### config.mk
export PLATFORM = sky130hd
export DESIGN_NAME = cpu
export DESIGN_NICKNAME = d
export VERILOG_FILES = /design/src/rtl/cpu.sv
export SDC_FILE = /design/constraint.sdc
export NUM_CORES = 1
export LEC_CHECK = 0
export BUFFER_PORTS_ARGS = -buffer_cell sky130_fd_sc_hd__clkbuf_2
export CELL_PAD_IN_SITES_DETAIL_PLACEMENT = 1
export CELL_PAD_IN_SITES_GLOBAL_PLACEMENT = 1
export CORE_UTILIZATION = 49
export DETAILED_ROUTE_END_ITERATION = 16
export PLACE_DENSITY_LB_ADDON = 0.25
export SLEW_MARGIN = 20
export SYNTH_ARGS = -nofsm -noshare
export SYNTH_HDL_FRONTEND = slang
export SYNTH_SLANG_ARGS = --single-unit
### constraint.sdc
create_clock -name clk -period 8.5 [get_ports clk]
set_input_delay 1.7 -clock clk [delete_from_list [all_inputs] [get_ports clk]]
set_output_delay 1.7 -clock clk [all_outputs]
set_load 0.03 [all_outputs]
### src/rtl/cpu.sv
// -----------------------------------------------------------------------------
// cpu : single-cycle 8-bit accumulator-style processor
//
// Each rising clock edge executes the instruction found in the internal
// 16-word ROM at the current PC. Every piece of architectural state is
// exported so the processor can be watched from outside.
//
// Ports
//   clk          in   1  rising-edge clock
//   reset        in   1  asynchronous active-high; clears PC, R0-R3 and carry
//   Instruction  out  8  ROM word at the current PC (combinational)
//   PC           out  4  program counter (registered)
//   R0..R3       out  8  general registers (registered)
//   ALUResult    out  8  result of the current instruction (combinational)
//   CarryOut     out  1  carry/borrow flag (registered)
//
// Instruction fields: opcode=[7:4], rd=[3:2], rs=[1:0], imm2=[1:0], addr4=[3:0]
// There is no handshake: one instruction retires on every edge outside reset.
// -----------------------------------------------------------------------------
module cpu (
  input  logic       clk,
  input  logic       reset,
  output logic [7:0] Instruction,
  output logic [3:0] PC,
  output logic [7:0] R0,
  output logic [7:0] R1,
  output logic [7:0] R2,
  output logic [7:0] R3,
  output logic [7:0] ALUResult,
  output logic       CarryOut
);

  typedef enum logic [3:0] {
    OP_NOP  = 4'h0,
    OP_ADD  = 4'h1,
    OP_SUB  = 4'h2,
    OP_AND  = 4'h3,
    OP_OR   = 4'h4,
    OP_XOR  = 4'h5,
    OP_NOT  = 4'h6,
    OP_MOV  = 4'h7,
    OP_INC  = 4'h8,
    OP_DEC  = 4'h9,
    OP_SHL  = 4'hA,
    OP_SHR  = 4'hB,
    OP_LDI  = 4'hC,
    OP_JMP  = 4'hD,
    OP_JC   = 4'hE,
    OP_HALT = 4'hF
  } opcode_e;

  // Architectural state
  logic [3:0] r_pc;
  logic [7:0] r_regs [4];
  logic       r_carry;

  // Decode / datapath
  logic [7:0] w_instr;
  opcode_e    w_opcode;
  logic [1:0] w_rd;
  logic [1:0] w_rs;
  logic [7:0] w_a;
  logic [7:0] w_b;
  logic [8:0] w_sum;
  logic [8:0] w_diff;
  logic [7:0] w_result;
  logic       w_reg_we;
  logic       w_carry_we;
  logic       w_carry_next;
  logic [3:0] w_pc_next;

  // Program ROM
  always_comb begin
    w_instr = 8'h00;
    case (r_pc)
      4'd0:  w_instr = 8'hC3;  // LDI R0,3
      4'd1:  w_instr = 8'hC6;  // LDI R1,2
      4'd2:  w_instr = 8'h11;  // ADD R0,R1
      4'd3:  w_instr = 8'h78;  // MOV R2,R0
      4'd4:  w_instr = 8'hAA;  // SHL R2,R2
      4'd5:  w_instr = 8'h29;  // SUB R2,R1
      4'd6:  w_instr = 8'h5E;  // XOR R3,R2
      4'd7:  w_instr = 8'h6F;  // NOT R3,R3
      4'd8:  w_instr = 8'h8C;  // INC R3
      4'd9:  w_instr = 8'h1E;  // ADD R3,R2
      4'd10: w_instr = 8'hEC;  // JC 12
      4'd11: w_instr = 8'h00;  // NOP
      4'd12: w_instr = 8'h94;  // DEC R1
      4'd13: w_instr = 8'h31;  // AND R0,R1
      4'd14: w_instr = 8'hFF;  // HALT
      default: w_instr = 8'h00;
    endcase
  end

  assign w_opcode = opcode_e'(w_instr[7:4]);
  assign w_rd     = w_instr[3:2];
  assign w_rs     = w_instr[1:0];

  // Both operands come from the pre-edge register file, so rd==rs is safe.
  assign w_a    = r_regs[w_rd];
  assign w_b    = r_regs[w_rs];
  assign w_sum  = {1'b0, w_a} + {1'b0, w_b};
  // Bit 8 of the 9-bit difference is set exactly when a < b (borrow).
  assign w_diff = {1'b0, w_a} - {1'b0, w_b};

  always_comb begin
    w_result     = 8'h00;
    w_reg_we     = 1'b0;
    w_carry_we   = 1'b0;
    w_carry_next = r_carry;
    w_pc_next    = r_pc + 4'd1;
    case (w_opcode)
      OP_NOP: ;
      OP_ADD: begin
        w_result     = w_sum[7:0];
        w_reg_we     = 1'b1;
        w_carry_we   = 1'b1;
        w_carry_next = w_sum[8];
      end
      OP_SUB: begin
        w_result     = w_diff[7:0];
        w_reg_we     = 1'b1;
        w_carry_we   = 1'b1;
        w_carry_next = w_diff[8];
      end
      OP_AND: begin w_result = w_a & w_b; w_reg_we = 1'b1; end
      OP_OR:  begin w_result = w_a | w_b; w_reg_we = 1'b1; end
      OP_XOR: begin w_result = w_a ^ w_b; w_reg_we = 1'b1; end
      OP_NOT: begin w_result = ~w_b;      w_reg_we = 1'b1; end
      OP_MOV: begin w_result = w_b;       w_reg_we = 1'b1; end
      OP_INC: begin
        w_result     = w_a + 8'd1;
        w_reg_we     = 1'b1;
        w_carry_we   = 1'b1;
        w_carry_next = (w_a == 8'hFF);
      end
      OP_DEC: begin
        w_result     = w_a - 8'd1;
        w_reg_we     = 1'b1;
        w_carry_we   = 1'b1;
        w_carry_next = (w_a == 8'h00);
      end
      OP_SHL: begin
        w_result     = {w_b[6:0], 1'b0};
        w_reg_we     = 1'b1;
        w_carry_we   = 1'b1;
        w_carry_next = w_b[7];
      end
      OP_SHR: begin
        w_result     = {1'b0, w_b[7:1]};
        w_reg_we     = 1'b1;
        w_carry_we   = 1'b1;
        w_carry_next = w_b[0];
      end
      OP_LDI: begin w_result = {6'b0, w_instr[1:0]}; w_reg_we = 1'b1; end
      OP_JMP: w_pc_next = w_instr[3:0];
      OP_JC:  if (r_carry) w_pc_next = w_instr[3:0];
      OP_HALT: w_pc_next = r_pc;  // sticky until reset
      default: ;
    endcase
  end

  always_ff @(posedge clk or posedge reset) begin
    if (reset) begin
      r_pc    <= 4'd0;
      r_carry <= 1'b0;
      for (int i = 0; i < 4; i++) r_regs[i] <= 8'h00;
    end else begin
      r_pc <= w_pc_next;
      if (w_carry_we) r_carry <= w_carry_next;
      if (w_reg_we)   r_regs[w_rd] <= w_result;
    end
  end

  assign Instruction = w_instr;
  assign PC          = r_pc;
  assign R0          = r_regs[0];
  assign R1          = r_regs[1];
  assign R2          = r_regs[2];
  assign R3          = r_regs[3];
  assign ALUResult   = w_result;
  assign CarryOut    = r_carry;

endmodule

==> results of run 1 <==
-- cell usage in the layout (no fill, tap or decap), types with 14 or more instances in the layout --
cell,n
ha_1,30
a21oi_1,40
nand3_1,15
mux2i_1,29
dfrtp_1,37
nand2b_1,14
clkbuf_2,54
o21ai_0,19
nor2_1,50
inv_1,32
mux2_2,28
nand2_1,32
-- metrics by stage --
stage | std cells | total power (µW) | worst slack [ns] | utilization [%] | hold slack [ns]
floorplan | 552 | 182 | 1.89 | - | 0.669
global placement | 697 | 184 | 1.78 | 54.0 | 0.547
detailed placement | 697 | 184 | 1.55 | 54.0 | 0.558
CTS | 705 | 308 | 1.20 | 54.9 | 0.570
global route | 705 | 314 | 0.740 | 54.9 | 0.595
finish | 705 | 307 | 1.10 | 54.9 | 0.568
-- how the worst max path moves through the flow --
| stage | endpoint | startpoint |
|---|---|---|
| after detailed placement | ALUResult[4] | PC[0] |
| after global routing | ALUResult[4] | PC[0] |
| after floorplan | ALUResult[4] | PC[0] |
| final | ALUResult[4] | PC[0] |
| after CTS | ALUResult[4] | PC[0] |
| after global placement | ALUResult[4] | PC[0] |
-- kinds of logic after synthesis --
group | count (synthesis) | share of synthesized area, %
simple gates | 168 | 18.2
flops | 37 | 19.9
xor+xnor | 17 | 3.21
mux | 69 | 18.2
fa+ha+maj | 32 | 8.95
compound gates | 161 | 24.9
buf+inv | 68 | 6.52
-- area by class of cell --
type,count,area [µm²]
fill,1143,4150
multi-input combinational,447,3410
sequential,37,926
timing repair buffer,63,338
inverter,39,146
tap,111,139
clock buffer,6,72.6
clock inverter,2,10.0
-- per-layer routing --
| metal | share of wire [%] | up-vias | global-route usage (%) |
|---|---|---|---|
| li1 | - | 2153 | - |
| met1 | 42 | 2368 | 50.3 |
| met2 | 46 | 265 | 59.1 |
| met3 | 8.3 | 58 | 5.69 |
| met4 | 2.9 | 0 | 13.2 |
| met5 | 0 | - | 0 |
-- state kept, by name (all words and copies together), names as in the netlist --
name	cells
R2	8
CarryOut	1
R0	8
R3	8
R1	8
PC	4
-- worst max-delay path: stages (launching register included) --
cell and delay, ns:
dfrtp_1 0.97, inv_1 0.30, ha_1 0.64, mux2_2 0.26, o21ba_2 0.33, mux2_2 0.38, nor2_1 0.10, a21oi_1 0.12
ha_1 0.31, fa_1 0.40, a21oi_1 0.16, nor2_1 0.05, nor2_1 0.12, nor2_1 0.07, xor2_1 0.14, o22ai_1 0.10
a211oi_1 0.21, o21ai_1 0.10, a221o_1 0.39, clkbuf_2 0.22
-- cells in the mapped netlist, drive strengths merged (3+ instances only) --
cell type	number
a2111oi	6
a211o	3
a211oi	7
a21oi	40
a221oi	6
a22o	4
a31oi	10
a32oi	5
and2	7
and3	5
buf	16
clkbuf	13
dfrtp	37
ha	30
inv	39
mux2	31
mux2i	29
mux4	9
nand2	32
nand2b	14
nand3	15
nand4	5
nand4b	3
nor2	52
nor2b	6
nor3	8
nor3b	3
nor4	4
o211ai	7
o21ai	28
o221ai	6
o22ai	9
o32ai	3
o41ai	3
or2	4
or3	5
xnor2	13
xor2	4
-- power by group --
| part | internal (µW) | total [µW] | switching (µW) |
|---|---|---|---|
| registers | 176 | 176 | 0 |
| logic | 0.502 | 4.19 | 3.69 |
| clock network | 57.0 | 127 | 69.5 |
==> impl_results.html, run 1 <==
<table>
<tr><th>Metric</th><th>Value</th></tr>
<tr><th colspan="2">Floorplanning</th></tr>
<tr><td>Die area</td><td>9870 µm²</td></tr>
<tr><td>Area of the core</td><td>9200 µm²</td></tr>
<tr><td>Row Count</td><td>35</td></tr>
<tr><td>Chip height</td><td>99.3 µm</td></tr>
<tr><td>Starting density of the core</td><td>50.5%</td></tr>
<tr><td>I/O pins</td><td>55</td></tr>
<tr><td>Die extent in x</td><td>99.3 µm</td></tr>
<tr><th colspan="2">Timing</th></tr>
<tr><td>Final Hold Fails</td><td>0</td></tr>
<tr><td>Achievable frequency</td><td>135 MHz</td></tr>
<tr><td>Worst setup skew after layout</td><td>0.00855 ns</td></tr>
<tr><td>Unrepaired setup endpoints after global routing</td><td>no</td></tr>
<tr><td>Post-layout minimum cycle time</td><td>7.40 ns</td></tr>
<tr><td>Worst slew margin relative to its limit</td><td>32.4%</td></tr>
<tr><td>Period utilisation layout</td><td>87.1%</td></tr>
<tr><td>Post-route setup TNS</td><td>0 ns</td></tr>
<tr><td>Setup violations, final</td><td>0</td></tr>
<tr><td>Final Max Slew Viols</td><td>0</td></tr>
<tr><td>Worst-Margin Slew</td><td>1.01 ns</td></tr>
<tr><th colspan="2">Global routing</th></tr>
<tr><td>Pin count of the biggest net entering global routing</td><td>45</td></tr>
<tr><td>Overall track demand over capacity in global routing</td><td>36.8%</td></tr>
<tr><td>Antenna violations before repair</td><td>0</td></tr>
<tr><td>Number of global-route vias before repair</td><td>5051</td></tr>
<tr><td>Remaining global-route overflow</td><td>0</td></tr>
<tr><td>Wire length of the first global-routing pass</td><td>28100 µm</td></tr>
<tr><th colspan="2">Clock network</th></tr>
<tr><td>Sink Count</td><td>37</td></tr>
<tr><td>Worst-skew pair later-pin latency</td><td>0.30 ns</td></tr>
<tr><td>CTS tree</td><td>done</td></tr>
<tr><td>CTS Hold Buffers Added</td><td>0</td></tr>
<tr><td>Total of cells resized after clock tree synthesis</td><td>0</td></tr>
<tr><td>H-tree Lvls</td><td>2</td></tr>
<tr><td>Deepest clock path buffer count</td><td>2</td></tr>
<tr><td>Post-CTS Setup Bufs</td><td>0</td></tr>
<tr><td>TritonCTS buffer count</td><td>5</td></tr>
<tr><td>Clock slew at the register clock pins of the worst setup and hold paths</td><td>0.08 ns</td></tr>
<tr><td>Clk Tree Root Cell</td><td>clkbuf_8</td></tr>
<tr><th colspan="2">Yosys</th></tr>
<tr><td>Main area contributors after synthesis</td><td>dfrtp_1 (20%), ha_1 (8.1%), mux2_2 (6.8%)</td></tr>
<tr><td>Synthesis Warnings</td><td>0</td></tr>
<tr><td>Synth unique cells</td><td>77</td></tr>
<tr><td>Syn Inst Count</td><td>552</td></tr>
<tr><td>Fraction of the yosys area taken by sequential cells</td><td>19.9%</td></tr>
<tr><td>Number of synthesized register bits</td><td>37</td></tr>
<tr><td>Mean area per synthesized cell</td><td>8.41 µm²</td></tr>
<tr><td>Post-synthesis instance area</td><td>4640 µm²</td></tr>
<tr><td>Count of flip-flops with a built-in enable after synthesis</td><td>0</td></tr>
<tr><td>Total nets after synthesis</td><td>586</td></tr>
<tr><td>Proportion of register bits with asynchronous set or reset after synthesis</td><td>100%</td></tr>
<tr><td>Share of the synthesized area in the top cell type</td><td>19.9%</td></tr>
<tr><td>Most instantiated flip-flop cell in the synthesis netlist</td><td>dfrtp_1</td></tr>
<tr><td>Post-synth top area cell</td><td>dfrtp_1</td></tr>
<tr><th colspan="2">Cells and area</th></tr>
<tr><td>Number of inserted diodes</td><td>0</td></tr>
<tr><td>Growth of design area from synthesis to finish</td><td>8.68%</td></tr>
<tr><td>Post-route design area</td><td>5050 µm²</td></tr>
<tr><td>Proportion of layout cells with a drive suffix above 1</td><td>22.6%</td></tr>
<tr><td>Final #Nets</td><td>627</td></tr>
<tr><th colspan="2">Critical path</th></tr>
<tr><td>Beginning of the worst register-to-register path</td><td>PC[0]</td></tr>
<tr><td>R2r worst-path depth</td><td>19</td></tr>
<tr><td>Maximum fanout encountered on the critical timing path</td><td>29</td></tr>
<tr><td>Startpoint Class</td><td>flip-flop</td></tr>
<tr><td>R2R Path End</td><td>R2[4]</td></tr>
<tr><td>Data required, critical path</td><td>6.80 ns</td></tr>
<tr><td>Critical path type</td><td>flip-flop to output port</td></tr>
<tr><td>Setup slack of the worst register-to-register path</td><td>2.89 ns</td></tr>
<tr><td>Signal arrival time at the worst endpoint</td><td>5.70 ns</td></tr>
<tr><td>Critical path capture point type</td><td>output port</td></tr>
<tr><th colspan="2">Routing</th></tr>
<tr><td>Remaining design rule violation count</td><td>0</td></tr>
<tr><td>First-pass iteration count of the detailed router</td><td>5</td></tr>
<tr><td>Vias/cell</td><td>6.87</td></tr>
<tr><td>Routed Wire Length</td><td>17500 µm</td></tr>
<tr><td>Average routed wire per standard cell</td><td>24.8 µm</td></tr>
<tr><td>Number of antenna-violating nets in the routed design</td><td>0</td></tr>
<tr><td>Via Count</td><td>4844</td></tr>
<tr><td>Number of DRC markers in iteration 0</td><td>400</td></tr>
<tr><th colspan="2">Placed design</th></tr>
<tr><td>Port Buffers</td><td>54</td></tr>
<tr><td>Post-Place Cell Area</td><td>4960 µm²</td></tr>
<tr><td>HPWL after detailed placement</td><td>12900 µm</td></tr>
<tr><td>Placer Congestion</td><td>0.940</td></tr>
<tr><th colspan="2">Hold path</th></tr>
<tr><td>Worst Hold Class</td><td>flip-flop to flip-flop</td></tr>
<tr><td>Worst Min Path Start</td><td>R3[3]</td></tr>
<tr><td>Worst hold endpoint</td><td>R3[3]</td></tr>
<tr><td>Worst Hold Depth</td><td>2</td></tr>
<tr><th colspan="2">Outcome</th></tr>
<tr><td>Run status</td><td>finished clean</td></tr>
<tr><th colspan="2">Power</th></tr>
<tr><td>Pwr/cell area</td><td>60.7 nW/µm²</td></tr>
<tr><td>Leakage</td><td>0.00224 µW</td></tr>
<tr><td>Worst IR Drop VDD</td><td>0.0776 mV</td></tr>
<tr><th colspan="2">Run</th></tr>
<tr><td>Max cap viols</td><td>0</td></tr>
</table>
No activity file was read; power rests on OpenSTA's default activity.
==> run 2: changes to the inputs <==
--- a/config.mk
+++ b/config.mk
@@ -8,7 +8,8 @@
 export BUFFER_PORTS_ARGS = -buffer_cell sky130_fd_sc_hd__clkbuf_2
 export CELL_PAD_IN_SITES_DETAIL_PLACEMENT = 1
 export CELL_PAD_IN_SITES_GLOBAL_PLACEMENT = 1
-export CORE_UTILIZATION = 49
+export CORE_UTILIZATION = 50
+export CTS_BUF_LIST = sky130_fd_sc_hd__clkbuf_2 sky130_fd_sc_hd__clkbuf_4 sky130_fd_sc_hd__clkbuf_8
 export DETAILED_ROUTE_END_ITERATION = 16
 export PLACE_DENSITY_LB_ADDON = 0.25
 export SLEW_MARGIN = 20
==> run 2 against run 1 <==
- hold slack gained 0.013 ns
- die area shrank 2.0%
- via count grew 1.0%
- routed wire length shrank 2.3%
- critical endpoint unchanged
- final area is the same
- flip-flop and latch count is the same
==> impl_results.html, run 2 (synthesized netlist as in run 1, its figures left out) <==
<table>
<tr><th>Metric</th><th>Value</th></tr>
<tr><th colspan="2">Clock network</th></tr>
<tr><td>CTS Hold Buffers Added</td><td>0</td></tr>
<tr><td>Worst-skew pair later-pin latency</td><td>0.31 ns</td></tr>
<tr><td>CTS tree</td><td>done</td></tr>
<tr><td>Clk Tree Root Cell</td><td>clkbuf_8</td></tr>
<tr><td>TritonCTS buffer count</td><td>5</td></tr>
<tr><td>Deepest clock path buffer count</td><td>2</td></tr>
<tr><td>Post-CTS Setup Bufs</td><td>0</td></tr>
<tr><td>Clock slew at the register clock pins of the worst setup and hold paths</td><td>0.09 ns</td></tr>
<tr><td>Total of cells resized after clock tree synthesis</td><td>0</td></tr>
<tr><td>Sink Count</td><td>37</td></tr>
<tr><td>H-tree Lvls</td><td>2</td></tr>
<tr><th colspan="2">Timing</th></tr>
<tr><td>Post-route setup TNS</td><td>0 ns</td></tr>
<tr><td>Setup violations, final</td><td>0</td></tr>
<tr><td>Period utilisation layout</td><td>88.1%</td></tr>
<tr><td>Worst slew margin relative to its limit</td><td>38.7%</td></tr>
<tr><td>Post-layout minimum cycle time</td><td>7.49 ns</td></tr>
<tr><td>Worst setup skew after layout</td><td>0.00884 ns</td></tr>
<tr><td>Achievable frequency</td><td>134 MHz</td></tr>
<tr><td>Unrepaired setup endpoints after global routing</td><td>no</td></tr>
<tr><td>Final Hold Fails</td><td>0</td></tr>
<tr><td>Worst-Margin Slew</td><td>0.913 ns</td></tr>
<tr><td>Final Max Slew Viols</td><td>0</td></tr>
<tr><th colspan="2">Cells and area</th></tr>
<tr><td>Number of fillers in the final layout</td><td>1092</td></tr>
<tr><td>Seq. cell area</td><td>926 µm²</td></tr>
<tr><td>Non-filler cells, final</td><td>701</td></tr>
<tr><td>Most frequent standard cell in the layout excluding fill and tap cells</td><td>clkbuf_2</td></tr>
<tr><td>Multi-input logic area</td><td>3410 µm²</td></tr>
<tr><td>Growth of design area from synthesis to finish</td><td>8.68%</td></tr>
<tr><td>Most frequent cells in the layout</td><td>clkbuf_2 (54), nor2_1 (50), a21oi_1 (40)</td></tr>
<tr><td>Proportion of layout cells with a drive suffix above 1</td><td>22.6%</td></tr>
<tr><td>Final #Nets</td><td>626</td></tr>
<tr><td>Number of inserted diodes</td><td>0</td></tr>
<tr><th colspan="2">Floorplanning</th></tr>
<tr><td>Chip height</td><td>98.4 µm</td></tr>
<tr><td>Area of the core</td><td>8850 µm²</td></tr>
<tr><td>Die area</td><td>9680 µm²</td></tr>
<tr><td>Die extent in x</td><td>98.4 µm</td></tr>
<tr><td>Starting density of the core</td><td>52.5%</td></tr>
<tr><td>I/O pins</td><td>55</td></tr>
<tr><td>Row Count</td><td>34</td></tr>
<tr><th colspan="2">Global routing</th></tr>
<tr><td>Overall track demand over capacity in global routing</td><td>36.6%</td></tr>
<tr><td>Pin count of the biggest net entering global routing</td><td>45</td></tr>
<tr><td>Met3 track demand over resource</td><td>6.30%</td></tr>
<tr><td>Number of global-route vias before repair</td><td>4856</td></tr>
<tr><td>Remaining global-route overflow</td><td>0</td></tr>
<tr><td>Antenna violations before repair</td><td>0</td></tr>
<tr><td>Layer carrying the most global-route usage</td><td>met2</td></tr>
<tr><td>Wire length of the first global-routing pass</td><td>27600 µm</td></tr>
<tr><td>Met2 Use GR</td><td>58.9%</td></tr>
<tr><td>GRT met1 Usage</td><td>50.3%</td></tr>
<tr><th colspan="2">Placed design</th></tr>
<tr><td>Cells after DPL</td><td>693</td></tr>
<tr><td>HPWL after detailed placement</td><td>12800 µm</td></tr>
<tr><td>Placer Congestion</td><td>0.918</td></tr>
<tr><td>Port Buffers</td><td>54</td></tr>
<tr><th colspan="2">Critical path</th></tr>
<tr><td>Signal arrival time at the worst endpoint</td><td>5.79 ns</td></tr>
<tr><td>Critical path capture point type</td><td>output port</td></tr>
<tr><td>Maximum fanout encountered on the critical timing path</td><td>29</td></tr>
<tr><td>Data required, critical path</td><td>6.80 ns</td></tr>
<tr><td>Critical path type</td><td>flip-flop to output port</td></tr>
<tr><td>Startpoint Class</td><td>flip-flop</td></tr>
<tr><th colspan="2">Routing</th></tr>
<tr><td>First-pass iteration count of the detailed router</td><td>7</td></tr>
<tr><td>Remaining design rule violation count</td><td>0</td></tr>
<tr><td>Routed Wire Length</td><td>17000 µm</td></tr>
<tr><td>Average routed wire per standard cell</td><td>24.3 µm</td></tr>
<tr><td>Vias/cell</td><td>6.98</td></tr>
<tr><td>Number of DRC markers in iteration 0</td><td>442</td></tr>
<tr><td>Via Count</td><td>4894</td></tr>
<tr><td>Number of antenna-violating nets in the routed design</td><td>0</td></tr>
<tr><th colspan="2">Run</th></tr>
<tr><td>Max cap viols</td><td>0</td></tr>
<tr><th colspan="2">Power</th></tr>
<tr><td>Pwr/cell area</td><td>62.6 nW/µm²</td></tr>
<tr><td>Worst IR Drop VDD</td><td>0.0845 mV</td></tr>
<tr><td>Leakage</td><td>0.00223 µW</td></tr>
<tr><th colspan="2">Hold path</th></tr>
<tr><td>Worst Hold Class</td><td>flip-flop to flip-flop</td></tr>
<tr><th colspan="2">Outcome</th></tr>
<tr><td>Run status</td><td>finished clean</td></tr>
</table>
[run 2: worst max-delay path, cell delays in order, from the launching register on]
cell,delay [ns]
dfrtp_1,0.93
inv_1,0.34
ha_1,0.68
mux2_2,0.26
o21ba_2,0.35
mux2_2,0.38
nor2_1,0.09
a21oi_1,0.12
ha_1,0.31
fa_1,0.40
a21oi_1,0.17
nor2_1,0.05
nor2_1,0.13
nor2_1,0.07
xor2_1,0.14
o22ai_1,0.09
a211oi_1,0.22
o21ai_1,0.10
a221o_1,0.40
clkbuf_2,0.23
[run 2: final timing paths]
path                        from            to  slack, ns  depth (start not counted)
max reg2reg                PC[0]         R1[4]       2.83                         19
min in group asynchronous  reset         R3[3]       1.48                          3
min reg2reg                R0[0]         R0[0]       0.58                          1
max                        PC[0]  ALUResult[4]       1.01                         19
max in group asynchronous  reset         R1[6]       6.66                          3
min                        R0[0]         R0[0]       0.58                          1
[run 2: power by group]
part	switching, µW	internal [µW]	total, µW
clock	76.5	59.3	136
combinational	3.63	0.501	4.13
sequential	0	176	176
total	80.2	236	316
[run 2: layout make-up]
class / count / share of cell area, %
multi-input cells: 447 / 67.7
inverters: 39 / 2.90
repair buffers: 62 / 6.55
clock inverters: 3 / 0.496
flip-flops and latches: 37 / 18.3
well taps: 108 / 2.68
clock buffers: 5 / 1.36
[run 2: routing by layer]
| layer | vias to the layer above | routed length (µm) |
|---|---|---|
| met5 | - | 0 |
| met2 | 290 | 7820 |
| met4 | 0 | 418 |
| met3 | 32 | 1650 |
| met1 | 2425 | 7160 |
| li1 | 2147 | - |
[run 2: through the flow]
stage	hold slack, ns	power [µW]	setup slack (ns)	util (%)	cell area [µm²]
2_1_floorplan	0.669	182	1.89	-	4640
3_5_place_dp	0.555	184	1.49	56.0	4950
3_3_place_gp	0.532	183	1.72	56.0	4950
6_report	0.581	316	1.01	57.0	5050
5_1_grt	0.609	325	0.673	57.0	5050
4_1_cts	0.581	318	1.11	57.0	5050
==> run 3: changes to the inputs <==
==> constraint.sdc (replaced) <==
create_clock -name clk -period 8.5 [get_ports clk]
set_input_delay 1.7 -clock clk [delete_from_list [all_inputs] [get_ports clk]]
set_output_delay 1.7 -clock clk [all_outputs]
set_load 0.005 [all_outputs]
==> run 3 against run 2 <==
- the run now ends with design-rule violations left
- sequential power hardly changed
- first-iteration DRC count fell by 4.5%
- power increased by 9.1%
- clock skew hardly changed
- setup slack better by 0.079 ns
- register-to-register slack hardly changed
- largest power group unchanged
- flip-flop and latch count is the same
- die area is the same
==> impl_results.html, run 3 (synthesized netlist as in run 1, its figures left out) <==
<table>
<tr><th>Metric</th><th>Value</th></tr>
<tr><th colspan="2">Floorplanning</th></tr>
<tr><td>Die extent in x</td><td>98.4 µm</td></tr>
<tr><td>I/O pins</td><td>55</td></tr>
<tr><td>Die area</td><td>9680 µm²</td></tr>
<tr><td>Row Count</td><td>34</td></tr>
<tr><td>Starting density of the core</td><td>52.5%</td></tr>
<tr><td>Chip height</td><td>98.4 µm</td></tr>
<tr><td>Area of the core</td><td>8850 µm²</td></tr>
<tr><th colspan="2">Power</th></tr>
<tr><td>Clock network fraction of total power</td><td>47.8%</td></tr>
<tr><td>Sequential share of power</td><td>51.0%</td></tr>
<tr><td>Gate power share</td><td>1.2%</td></tr>
<tr><td>Worst IR Drop VDD</td><td>0.0852 mV</td></tr>
<tr><td>Power Internal</td><td>268 µW</td></tr>
<tr><td>Switching power as a share of total power</td><td>22.3%</td></tr>
<tr><td>Leakage</td><td>0.00224 µW</td></tr>
<tr><td>Switching power total</td><td>76.8 µW</td></tr>
<tr><td>Pwr/cell area</td><td>68.0 nW/µm²</td></tr>
<tr><th colspan="2">Run</th></tr>
<tr><td>Max cap viols</td><td>0</td></tr>
<tr><th colspan="2">Hold path</th></tr>
<tr><td>Worst Min Path Start</td><td>R3[3]</td></tr>
<tr><td>Worst hold endpoint</td><td>R3[3]</td></tr>
<tr><td>Worst Hold Depth</td><td>2</td></tr>
<tr><td>Worst Hold Class</td><td>flip-flop to flip-flop</td></tr>
<tr><th colspan="2">Placed design</th></tr>
<tr><td>Placer Congestion</td><td>0.945</td></tr>
<tr><td>Port Buffers</td><td>54</td></tr>
<tr><td>Post-place setup slack</td><td>1.60 ns</td></tr>
<tr><td>Post-Place Cell Area</td><td>4940 µm²</td></tr>
<tr><td>Cells after DPL</td><td>692</td></tr>
<tr><td>HPWL after detailed placement</td><td>12700 µm</td></tr>
<tr><th colspan="2">Clock network</th></tr>
<tr><td>H-tree Lvls</td><td>2</td></tr>
<tr><td>Clk Tree Root Cell</td><td>clkbuf_8</td></tr>
<tr><td>Sink Count</td><td>37</td></tr>
<tr><td>CTS Hold Buffers Added</td><td>0</td></tr>
<tr><td>Deepest clock path buffer count</td><td>2</td></tr>
<tr><td>TritonCTS buffer count</td><td>5</td></tr>
<tr><td>Worst-skew pair later-pin latency</td><td>0.30 ns</td></tr>
<tr><td>Post-CTS Setup Bufs</td><td>0</td></tr>
<tr><td>CTS tree</td><td>done</td></tr>
<tr><td>Clock slew at the register clock pins of the worst setup and hold paths</td><td>0.08 ns</td></tr>
<tr><td>Total of cells resized after clock tree synthesis</td><td>0</td></tr>
<tr><th colspan="2">Routing</th></tr>
<tr><td>Via Count</td><td>4935</td></tr>
<tr><td>Remaining design rule violation count</td><td>2</td></tr>
<tr><td>First-pass iteration count of the detailed router</td><td>13</td></tr>
<tr><td>Number of DRC markers in iteration 0</td><td>422</td></tr>
<tr><td>Number of antenna-violating nets in the routed design</td><td>0</td></tr>
<tr><td>Average routed wire per standard cell</td><td>24.4 µm</td></tr>
<tr><td>Routed Wire Length</td><td>17100 µm</td></tr>
<tr><td>Vias/cell</td><td>7.05</td></tr>
<tr><th colspan="2">Cells and area</th></tr>
<tr><td>Proportion of layout cells with a drive suffix above 1</td><td>22.6%</td></tr>
<tr><td>Growth of design area from synthesis to finish</td><td>9.14%</td></tr>
<tr><td>Most frequent cells in the layout</td><td>clkbuf_2 (54), nor2_1 (50), a21oi_1 (40)</td></tr>
<tr><td>Final #Nets</td><td>625</td></tr>
<tr><td>Non-filler cells, final</td><td>700</td></tr>
<tr><td>Most frequent standard cell in the layout excluding fill and tap cells</td><td>clkbuf_2</td></tr>
<tr><td>Number of inserted diodes</td><td>0</td></tr>
<tr><td>Post-route design area</td><td>5070 µm²</td></tr>
<tr><th colspan="2">Global routing</th></tr>
<tr><td>Antenna violations before repair</td><td>0</td></tr>
<tr><td>Met3 track demand over resource</td><td>7.09%</td></tr>
<tr><td>Met2 Use GR</td><td>58.5%</td></tr>
<tr><td>GRT met1 Usage</td><td>49.6%</td></tr>
<tr><td>Remaining global-route overflow</td><td>0</td></tr>
<tr><td>Number of global-route vias before repair</td><td>4930</td></tr>
<tr><td>Overall track demand over capacity in global routing</td><td>36.6%</td></tr>
<tr><td>Wire length of the first global-routing pass</td><td>27500 µm</td></tr>
<tr><td>Layer carrying the most global-route usage</td><td>met2</td></tr>
<tr><td>Pin count of the biggest net entering global routing</td><td>45</td></tr>
<tr><th colspan="2">Critical path</th></tr>
<tr><td>Setup slack of the worst register-to-register path</td><td>2.82 ns</td></tr>
<tr><td>Delay of the slowest cell on the worst path</td><td>0.92 ns</td></tr>
<tr><td>Maximum fanout encountered on the critical timing path</td><td>29</td></tr>
<tr><td>Category of cells accounting for the largest share of critical-path delay</td><td>compound AO/OA/AOI/OAI gates</td></tr>
<tr><td>R2R Path End</td><td>R1[4]</td></tr>
<tr><td>CP cell instances</td><td>inv_1 -&gt; ha_1 -&gt; mux2_2 -&gt; o21ba_2 -&gt; mux2_2 -&gt; nor2_1 -&gt; a21oi_1 -&gt; ha_1 -&gt; fa_1 -&gt; a21oi_1 -&gt; nor2_1 -&gt; nor2_1 -&gt; nor2_1 -&gt; xor2_1 -&gt; o22ai_1 -&gt; a211oi_1 -&gt; o21ai_1 -&gt; a221o_1 -&gt; clkbuf_2</td></tr>
<tr><td>R2r worst-path depth</td><td>19</td></tr>
<tr><td>Startpoint Class</td><td>flip-flop</td></tr>
<tr><td>Beginning of the worst register-to-register path</td><td>PC[0]</td></tr>
<tr><td>Top cell by count, worst path</td><td>nor2_1</td></tr>
<tr><td>WP buf/inv</td><td>2</td></tr>
<tr><td>Critical path capture point type</td><td>output port</td></tr>
<tr><td>Critical path type</td><td>flip-flop to output port</td></tr>
<tr><td>Cell type of the slowest stage on the worst timing path</td><td>dfrtp_1</td></tr>
<tr><td>Signal arrival time at the worst endpoint</td><td>5.71 ns</td></tr>
<tr><td>Data required, critical path</td><td>6.80 ns</td></tr>
<tr><th colspan="2">Timing</th></tr>
<tr><td>Setup violations, final</td><td>0</td></tr>
<tr><td>Worst-Margin Slew</td><td>1.01 ns</td></tr>
<tr><td>Minimum setup slack in the final design</td><td>1.09 ns</td></tr>
<tr><td>Period utilisation layout</td><td>87.1%</td></tr>
<tr><td>Worst setup skew after layout</td><td>0.00931 ns</td></tr>
<tr><td>Achievable frequency</td><td>135 MHz</td></tr>
<tr><td>Final Hold Fails</td><td>0</td></tr>
<tr><td>Unrepaired setup endpoints after global routing</td><td>no</td></tr>
<tr><td>Post-layout minimum cycle time</td><td>7.41 ns</td></tr>
<tr><td>Final Max Slew Viols</td><td>0</td></tr>
<tr><td>Worst slew margin relative to its limit</td><td>32.3%</td></tr>
<tr><td>Post-route setup TNS</td><td>0 ns</td></tr>
<tr><th colspan="2">Outcome</th></tr>
<tr><td>Failing checks</td><td>design-rule violations</td></tr>
<tr><td>Run status</td><td>finished with violations</td></tr>
</table>
[run 3: changes by cell type in the layout (fill, tap and decap cells not counted), sizes merged]
cell / previous run / this run
bufinv: 0 / 1
clkbuf: 59 / 60
clkinvlp: 1 / 0
inv: 40 / 39
buf: 8 / 7
[run 3: power groups by stage]
stage | sequential, µW | combinational (µW) | clock [µW]
after detailed placement | 179 | 4.40 | 0
after floorplan | 179 | 2.59 | 0
final | 176 | 4.16 | 165
after global placement | 179 | 4.14 | 0
after global routing | 176 | 4.87 | 171
after CTS | 176 | 4.42 | 164
[run 3: metal layers]
metal  up-vias  routed length (µm)
li1       2148                   -
met4         0                 541
met5         -                   0
met3        57                1650
met1      2434                6980
met2       296                7900
[run 3: worst max-delay path by stage]
stage / startpoint / end / slack [ns] / cells after the start
final: PC[0] / ALUResult[4] / 1.09 / 19
after global routing: PC[0] / ALUResult[4] / 0.73 / 19
after floorplan: PC[0] / ALUResult[4] / 2.30 / 22
after global placement: PC[0] / ALUResult[7] / 1.86 / 15
after CTS: PC[0] / ALUResult[4] / 1.18 / 19
after detailed placement: PC[0] / ALUResult[4] / 1.60 / 19
[run 3: tightest hold or removal path, stage by stage (launching register included)]
cell	delay, ns
dfrtp_1	0.41
inv_1	0.06
a21oi_1	0.06
[run 3: cell type report]
| class | instances | area (µm²) |
|---|---|---|
| clock inverter | 2 | 38.8 |
| sequential | 37 | 926 |
| fill | 1101 | 3780 |
| timing repair buffer | 61 | 323 |
| inverter | 39 | 146 |
| clock buffer | 6 | 76.3 |
| tap | 108 | 135 |
| multi-input combinational | 447 | 3420 |
[run 3: stage by stage]
| step | utilization [%] | hold WS (ns) | power [µW] |
|---|---|---|---|
| final | 57.3 | 0.568 | 345 |
| after floorplan | - | 0.536 | 182 |
| after global routing | 57.3 | 0.595 | 352 |
| after global placement | 55.9 | 0.539 | 183 |
| after CTS | 57.2 | 0.571 | 344 |
| after detailed placement | 55.9 | 0.556 | 184 |
